[src/rtl/mask_collector_if.sv]
// Pixel-mask input stream, word-write handshake and frame statistics of mask_collector.
interface mask_collector_if #(
  parameter int ADDR_W = 15
);
  logic              valid;
  logic              mask;
  logic [9:0]        mask_x;
  logic [9:0]        mask_y;
  logic              wr_req;
  logic              wr_ack;
  logic [ADDR_W-1:0] wr_addr;
  logic [15:0]       wr_data;
  logic              clr_ovf;
  logic              overflow;
  logic              frame_done;
  logic [18:0]       fg_count;

  modport master (
    output valid, mask, mask_x, mask_y, wr_ack, clr_ovf,
    input  wr_req, wr_addr, wr_data, overflow, frame_done, fg_count
  );

  modport slave (
    input  valid, mask, mask_x, mask_y, wr_ack, clr_ovf,
    output wr_req, wr_addr, wr_data, overflow, frame_done, fg_count
  );
endinterface

[src/rtl/mask_collector.sv]
// Packs 16 adjacent mask bits into addressed words queued in a small FIFO towards the
// SRAM arbiter, and reports the per-frame foreground pixel count.
module mask_collector #(
  parameter int H_ACTIVE   = 640,
  parameter int V_ACTIVE   = 480,
  parameter int FIFO_DEPTH = 4,
  parameter int ADDR_W     = 15
) (
  input  logic           clk_25,
  input  logic           rst_n,
  mask_collector_if.slave bus
);
  localparam int PW  = (FIFO_DEPTH > 1) ? $clog2(FIFO_DEPTH) : 1;
  localparam int CW  = $clog2(FIFO_DEPTH + 1);
  localparam int WPL = H_ACTIVE / 16;
  localparam logic [18:0] CNT_MAX = 19'h7FFFF;

  logic [15:0]       r_word;
  logic [ADDR_W-1:0] r_mem_addr [FIFO_DEPTH];
  logic [15:0]       r_mem_data [FIFO_DEPTH];
  logic [PW-1:0]     r_wptr;
  logic [PW-1:0]     r_rptr;
  logic [CW-1:0]     r_cnt;
  logic [18:0]       r_run;
  logic              r_wr_req;
  logic [ADDR_W-1:0] r_wr_addr;
  logic [15:0]       r_wr_data;
  logic              r_overflow;
  logic              r_frame_done;
  logic [18:0]       r_fg_count;

  logic              w_accept;
  logic              w_push;
  logic              w_pop;
  logic              w_full;
  logic              w_push_ok;
  logic              w_drop;
  logic              w_last;
  logic              w_bypass;
  logic [15:0]       w_word_new;
  logic [ADDR_W-1:0] w_addr;
  logic [18:0]       w_run_inc;
  logic [PW-1:0]     w_rptr_nxt;
  logic [CW-1:0]     w_cnt_nxt;

  assign w_accept   = bus.valid && (bus.mask_x < 10'(H_ACTIVE)) && (bus.mask_y < 10'(V_ACTIVE));
  assign w_push     = w_accept && (bus.mask_x[3:0] == 4'd15);
  assign w_pop      = r_wr_req && bus.wr_ack;
  assign w_full     = (r_cnt == CW'(FIFO_DEPTH));
  assign w_push_ok  = w_push && (!w_full || w_pop);
  assign w_drop     = w_push && w_full && !w_pop;
  assign w_last     = w_accept && (bus.mask_x == 10'(H_ACTIVE - 1)) && (bus.mask_y == 10'(V_ACTIVE - 1));
  assign w_addr     = ADDR_W'(bus.mask_y) * ADDR_W'(WPL) + ADDR_W'(bus.mask_x[9:4]);
  assign w_run_inc  = (w_accept && !bus.mask && (r_run != CNT_MAX)) ? r_run + 19'd1 : r_run;
  assign w_rptr_nxt = w_pop ? r_rptr + PW'(1) : r_rptr;
  assign w_cnt_nxt  = r_cnt + CW'(w_push_ok) - CW'(w_pop);
  // The pushed word becomes the head when it lands in the slot the read pointer moves to.
  assign w_bypass   = w_push_ok && (r_wptr == w_rptr_nxt);

  // Assembly word with this cycle's pixel merged in.
  always_comb begin
    w_word_new = r_word;
    w_word_new[bus.mask_x[3:0]] = bus.mask;
  end

  // FIFO storage; contents are only meaningful between the pointers, so no reset.
  always_ff @(posedge clk_25) begin
    if (w_push_ok) begin
      r_mem_addr[r_wptr] <= w_addr;
      r_mem_data[r_wptr] <= w_word_new;
    end
  end

  // Packing, FIFO control, registered head, overflow flag and frame counting.
  always_ff @(posedge clk_25 or negedge rst_n) begin
    if (!rst_n) begin
      r_word       <= 16'hFFFF;
      r_wptr       <= '0;
      r_rptr       <= '0;
      r_cnt        <= '0;
      r_run        <= 19'd0;
      r_wr_req     <= 1'b0;
      r_wr_addr    <= '0;
      r_wr_data    <= 16'h0000;
      r_overflow   <= 1'b0;
      r_frame_done <= 1'b0;
      r_fg_count   <= 19'd0;
    end else begin
      if (w_accept) begin
        r_word <= w_push ? 16'hFFFF : w_word_new;
      end
      if (w_push_ok) begin
        r_wptr <= r_wptr + PW'(1);
      end
      r_rptr   <= w_rptr_nxt;
      r_cnt    <= w_cnt_nxt;
      r_wr_req <= (w_cnt_nxt != CW'(0));
      if (w_bypass) begin
        r_wr_addr <= w_addr;
        r_wr_data <= w_word_new;
      end else if (w_cnt_nxt != CW'(0)) begin
        r_wr_addr <= r_mem_addr[w_rptr_nxt];
        r_wr_data <= r_mem_data[w_rptr_nxt];
      end
      if (w_drop) begin
        r_overflow <= 1'b1;
      end else if (bus.clr_ovf) begin
        r_overflow <= 1'b0;
      end
      r_frame_done <= w_last;
      if (w_last) begin
        r_fg_count <= w_run_inc;
        r_run      <= 19'd0;
      end else begin
        r_run      <= w_run_inc;
      end
    end
  end

  assign bus.wr_req     = r_wr_req;
  assign bus.wr_addr    = r_wr_addr;
  assign bus.wr_data    = r_wr_data;
  assign bus.overflow   = r_overflow;
  assign bus.frame_done = r_frame_done;
  assign bus.fg_count   = r_fg_count;
endmodule
[src/flat_wrapper.sv]
// flat-port wrapper written by rule: the top's interface ports become plain ports
module mask_collector_flat 
#(
  parameter int H_ACTIVE   = 640,
  parameter int V_ACTIVE   = 480,
  parameter int FIFO_DEPTH = 4,
  parameter int ADDR_W     = 15
)
  (clk_25, rst_n, bus_valid, bus_mask, bus_mask_x, bus_mask_y, bus_wr_ack, bus_clr_ovf, bus_wr_req, bus_wr_addr, bus_wr_data, bus_overflow, bus_frame_done, bus_fg_count);
  mask_collector_if #(.ADDR_W(ADDR_W)) bus_i ();
  input  logic clk_25;
  input  logic rst_n;
  input wire logic [$bits(bus_i.valid)-1:0] bus_valid;
  input wire logic [$bits(bus_i.mask)-1:0] bus_mask;
  input wire logic [$bits(bus_i.mask_x)-1:0] bus_mask_x;
  input wire logic [$bits(bus_i.mask_y)-1:0] bus_mask_y;
  input wire logic [$bits(bus_i.wr_ack)-1:0] bus_wr_ack;
  input wire logic [$bits(bus_i.clr_ovf)-1:0] bus_clr_ovf;
  output wire logic [$bits(bus_i.wr_req)-1:0] bus_wr_req;
  output wire logic [$bits(bus_i.wr_addr)-1:0] bus_wr_addr;
  output wire logic [$bits(bus_i.wr_data)-1:0] bus_wr_data;
  output wire logic [$bits(bus_i.overflow)-1:0] bus_overflow;
  output wire logic [$bits(bus_i.frame_done)-1:0] bus_frame_done;
  output wire logic [$bits(bus_i.fg_count)-1:0] bus_fg_count;
  assign bus_i.valid = bus_valid;
  assign bus_i.mask = bus_mask;
  assign bus_i.mask_x = bus_mask_x;
  assign bus_i.mask_y = bus_mask_y;
  assign bus_i.wr_ack = bus_wr_ack;
  assign bus_i.clr_ovf = bus_clr_ovf;
  assign bus_wr_req = bus_i.wr_req;
  assign bus_wr_addr = bus_i.wr_addr;
  assign bus_wr_data = bus_i.wr_data;
  assign bus_overflow = bus_i.overflow;
  assign bus_frame_done = bus_i.frame_done;
  assign bus_fg_count = bus_i.fg_count;
  mask_collector #(.H_ACTIVE(H_ACTIVE), .V_ACTIVE(V_ACTIVE), .FIFO_DEPTH(FIFO_DEPTH), .ADDR_W(ADDR_W)) u_core (.clk_25(clk_25), .rst_n(rst_n), .bus(bus_i));
endmodule
[config.mk]
export PLATFORM = sky130hd
export DESIGN_NAME = mask_collector_flat
export DESIGN_NICKNAME = d
export VERILOG_FILES = /design/src/rtl/mask_collector_if.sv /design/src/rtl/mask_collector.sv /design/src/flat_wrapper.sv
export SDC_FILE = /design/constraint.sdc
export NUM_CORES = 1
export LEC_CHECK = 0
export CAP_MARGIN = 20
export CORE_AREA = 3 3 137 139
export CTS_CLUSTER_DIAMETER = 40
export DETAILED_ROUTE_END_ITERATION = 8
export DIE_AREA = 0 0 140 142
export PLACE_DENSITY = 0.75
export SLEW_MARGIN = 20
export SYNTH_ARGS = -nofsm -noshare
export SYNTH_HDL_FRONTEND = slang
export SYNTH_SLANG_ARGS = --single-unit
[constraint.sdc]
create_clock -name clk_25 -period 3.1 [get_ports clk_25]
set_input_delay 0.62 -clock clk_25 [delete_from_list [all_inputs] [get_ports clk_25]]
set_output_delay 0.62 -clock clk_25 [all_outputs]
set_load 0.01 [all_outputs]
==> run_results.csv <==
group,metric,value,unit
outcome,status,"finished clean",
die,die_height,142,um
synth,yosysTopAreaCell,"edfxtp_1",
synth,synth-seq-area-share,0.631,
die,num_io_pins,79,
detailed_routing,post_drt_wl_per_cell,19.5,um
layout,n_fill_cell,1137,
layout,antenna_cells,0,
critical_path,start_kind,"input port",
critical_path,endpoint_kind,"flip-flop",
placed_design,place_area,11400,um^2
critical_path,cp_cell_sequence,"clkdlybuf4s50_1, ha_1, fa_2, a211oi_2, nor3b_1, o31ai_1, o31ai_2, buf_4, or3_4, and2_4",
sta,fin_crit,3.05,ns
placed_design,dp_hpwl,14000,um
die,rows,49,
synth,post-synth-top-area-fraction,0.384,
sta,fmax,328,MHz
detailed_routing,route.detailed.drc,0,
sta,finalSetupViolCount,0,
detailed_routing,dr.pass1.iters,4,
cts,cts_sinks,219,
synth,synthTopCellsByArea,"edfxtp_1 38%, dfrtp_1 20%, mux4_2 7.2%",
synth,syn_avg_cell_area,14.0,um^2
layout,drive_above_1_share,0.265,
grt,grt_pass1_vias,6827,
sta,finalHoldViolCount,0,
critical_path,critPathKind,"in -> reg",
synth,yosys_warnings,0,
cts,cts-root-buf,"clkbuf_16",
cts,clk_latency,0.52,ns
synth,synthFlopType,"edfxtp_1",
cts,htreeDepth,1,
synth,synthDistinctLibCells,56,
detailed_routing,vias_per_cell,5.67,
detailed_routing,drtIter0Drc,311,
layout,multi_input_area,3560,um^2
power_and_ir_drop,power,10700,uW
layout,layout.nets,910,
sta,max_slew_margin,0.644,
synth,async_reset_ff_frac,0.434,
sta,timing.final.crit_share,0.985,
grt,grt_max_degree,82,
synth,synthTopCellsByCount,"124 x edfxtp_1, 88 x nor2_1, 79 x dfrtp_1",
placed_design,dpl.cell_count,1051,
placed_design,numPortBuffers,78,
hold_path,hp-class,"in -> async",
die,coreArea,17800,um^2
die,die_width,140,um
sta,setup_tns,0,ns
run,drv_cap,0,
grt,antenna_found_initial,0,
cts,clk_pin_slew,0.06,ns
sta,finClkSkew,0.00884,ns
layout,synthToLayoutAreaGrowth,29.1,%
critical_path,crit_arrival,3.32,ns
synth,synth_most_common_cell,"edfxtp_1",
detailed_routing,antenna_left,0,
critical_path,cp_slowest_stage_delay,0.53,ns
grt,gr-usage-all-layers,0.216,
die,dieArea,19900,um^2
cts,clockBufferDepth,3,
synth,synth_edf_count,124,
power_and_ir_drop,power_density,853,nW/um^2
die,initial_core_util,0.545,
sta,slew_violations,0,
power_and_ir_drop,peakVddDrop,0.683,mV
sta,tightest_slew,0.534,ns
layout,ff_latch_area,6120,um^2
power_and_ir_drop,leakagePower,0.00505,uW
layout,final_area,12500,um^2
synth,ys_seq_elements,219,
detailed_routing,routed_wl,21500,um
synth,synth_nets,749,
grt,grt_pass1_wl,34700,um
synth,netlist_area,9690,um^2
synth,synth_cells,694,
detailed_routing,vias,6257,
cts,numCtsBuffers,26,
cts,cts_tree,"done",
placed_design,place.gp.congestion,0.851,
critical_path,worstPathMaxFanout,4,
critical_path,required,3.37,ns
critical_path,crit_slowest_cell,"clkdlybuf4s50_1",
grt,gr-total-overflow,0,
layout,stdcell_count,1104,
==> critical path: cells and delay by family <==
family	cells	cell delay [ns]
buffers and inverters	2	0.70
adders and majority gates	2	0.67
AOI/OAI and AO/OA	3	0.68
and+or+nand+nor	3	0.64
==> kinds of logic after synthesis <==
family,share of synthesized area
AND/OR/NAND/NOR,0.0927
buffers and inverters,0.0194
multiplexers,0.124
AO/OA/AOI/OAI,0.0590
flip-flops,0.631
adder cells (fa/ha/maj),0.0398
XOR/XNOR,0.0342
==> sequential cells by signal, summed over array words and instances, names as in the netlist, 2 cells and up <==
signal and cells:
u_core.bus.fg_count 19, u_core.bus.wr_addr 15, u_core.bus.wr_data 16, u_core.r_cnt 3
u_core.r_mem_addr 60, u_core.r_mem_data 64, u_core.r_rptr 2, u_core.r_run 19
u_core.r_word 16, u_core.r_wptr 2
==> final timing paths <==
check	from	to	slack, ns	depth (start not counted)
min reg2reg	u_core.bus.fg_count[1]	u_core.bus.fg_count[1]	0.48	2
min	rst_n	u_core.bus.wr_data[10]	0.08	1
min in group clk_25	u_core.bus.fg_count[1]	u_core.bus.fg_count[1]	0.48	2
max in group asynchronous	rst_n	u_core.bus.fg_count[1]	2.40	2
max reg2reg	u_core.r_cnt[1]	u_core.bus.wr_addr[13]	0.11	12
max	bus_mask_y[4]	u_core.r_mem_addr[2][13]	0.05	10
==> cell usage in the layout, fill, tap and decap left out, types with 17 or more instances in the layout <==
master	netlist	final
mux4_2	31	31
clkdlybuf4s50_1	0	64
ha_1	26	22
nor2_1	88	87
mux2i_1	33	30
xor2_1	18	17
buf_4	0	69
a21oi_1	43	40
inv_1	19	19
dfrtp_1	79	79
nand2_1	35	34
clkbuf_16	0	29
edfxtp_1	124	124
==> area by class of cell <==
cell class / instances / share of cell area
Sequential cell: 219 / 0.489
Multi-Input combinational cell: 428 / 0.285
Timing Repair Buffer: 161 / 0.128
Clock buffer: 33 / 0.0600
Tap cell: 229 / 0.0229
Clock inverter: 15 / 0.00970
Inverter: 19 / 0.00570
==> stage by stage <==
stage          hold WS [ns]  utilization  setup slack, ns
2_1_floorplan         0.324            -          -0.0116
3_3_place_gp          0.474        0.644           -0.497
3_5_place_dp          0.476        0.644           -0.625
4_1_cts               0.326        0.694          0.00603
5_1_grt              0.0941        0.704          -0.0401
6_report             0.0832        0.704           0.0479
==> power breakdown <==
part | internal (uW) | switching (uW) | leakage, uW
registers | 3610 | 258 | 0.00228
logic | 2090 | 1740 | 0.00235
clock network | 1810 | 1170 | 0.000422
==> layer usage <==
| layer | vias to the layer above | share of wire | wire length, um | global-route usage |
|---|---|---|---|---|
| li1 | 2871 | - | - | - |
| met1 | 3204 | 0.41 | 8900 | 0.266 |
| met5 | - | 0 | 0 | 0 |
| met2 | 143 | 0.53 | 11300 | 0.389 |
| met3 | 39 | 0.034 | 736 | 0.0339 |
| met4 | 0 | 0.026 | 559 | 0.0765 |
==> what timing repair did <==
item / CTS / global route
setup endpoints to repair: 30 / 31
hold buffers: 0 / 0
buffers inserted: 0 / 4
resized for setup: 5 / 34
pin swaps: 5 / 19
Note: power is estimated with default switching activity, not from simulation.
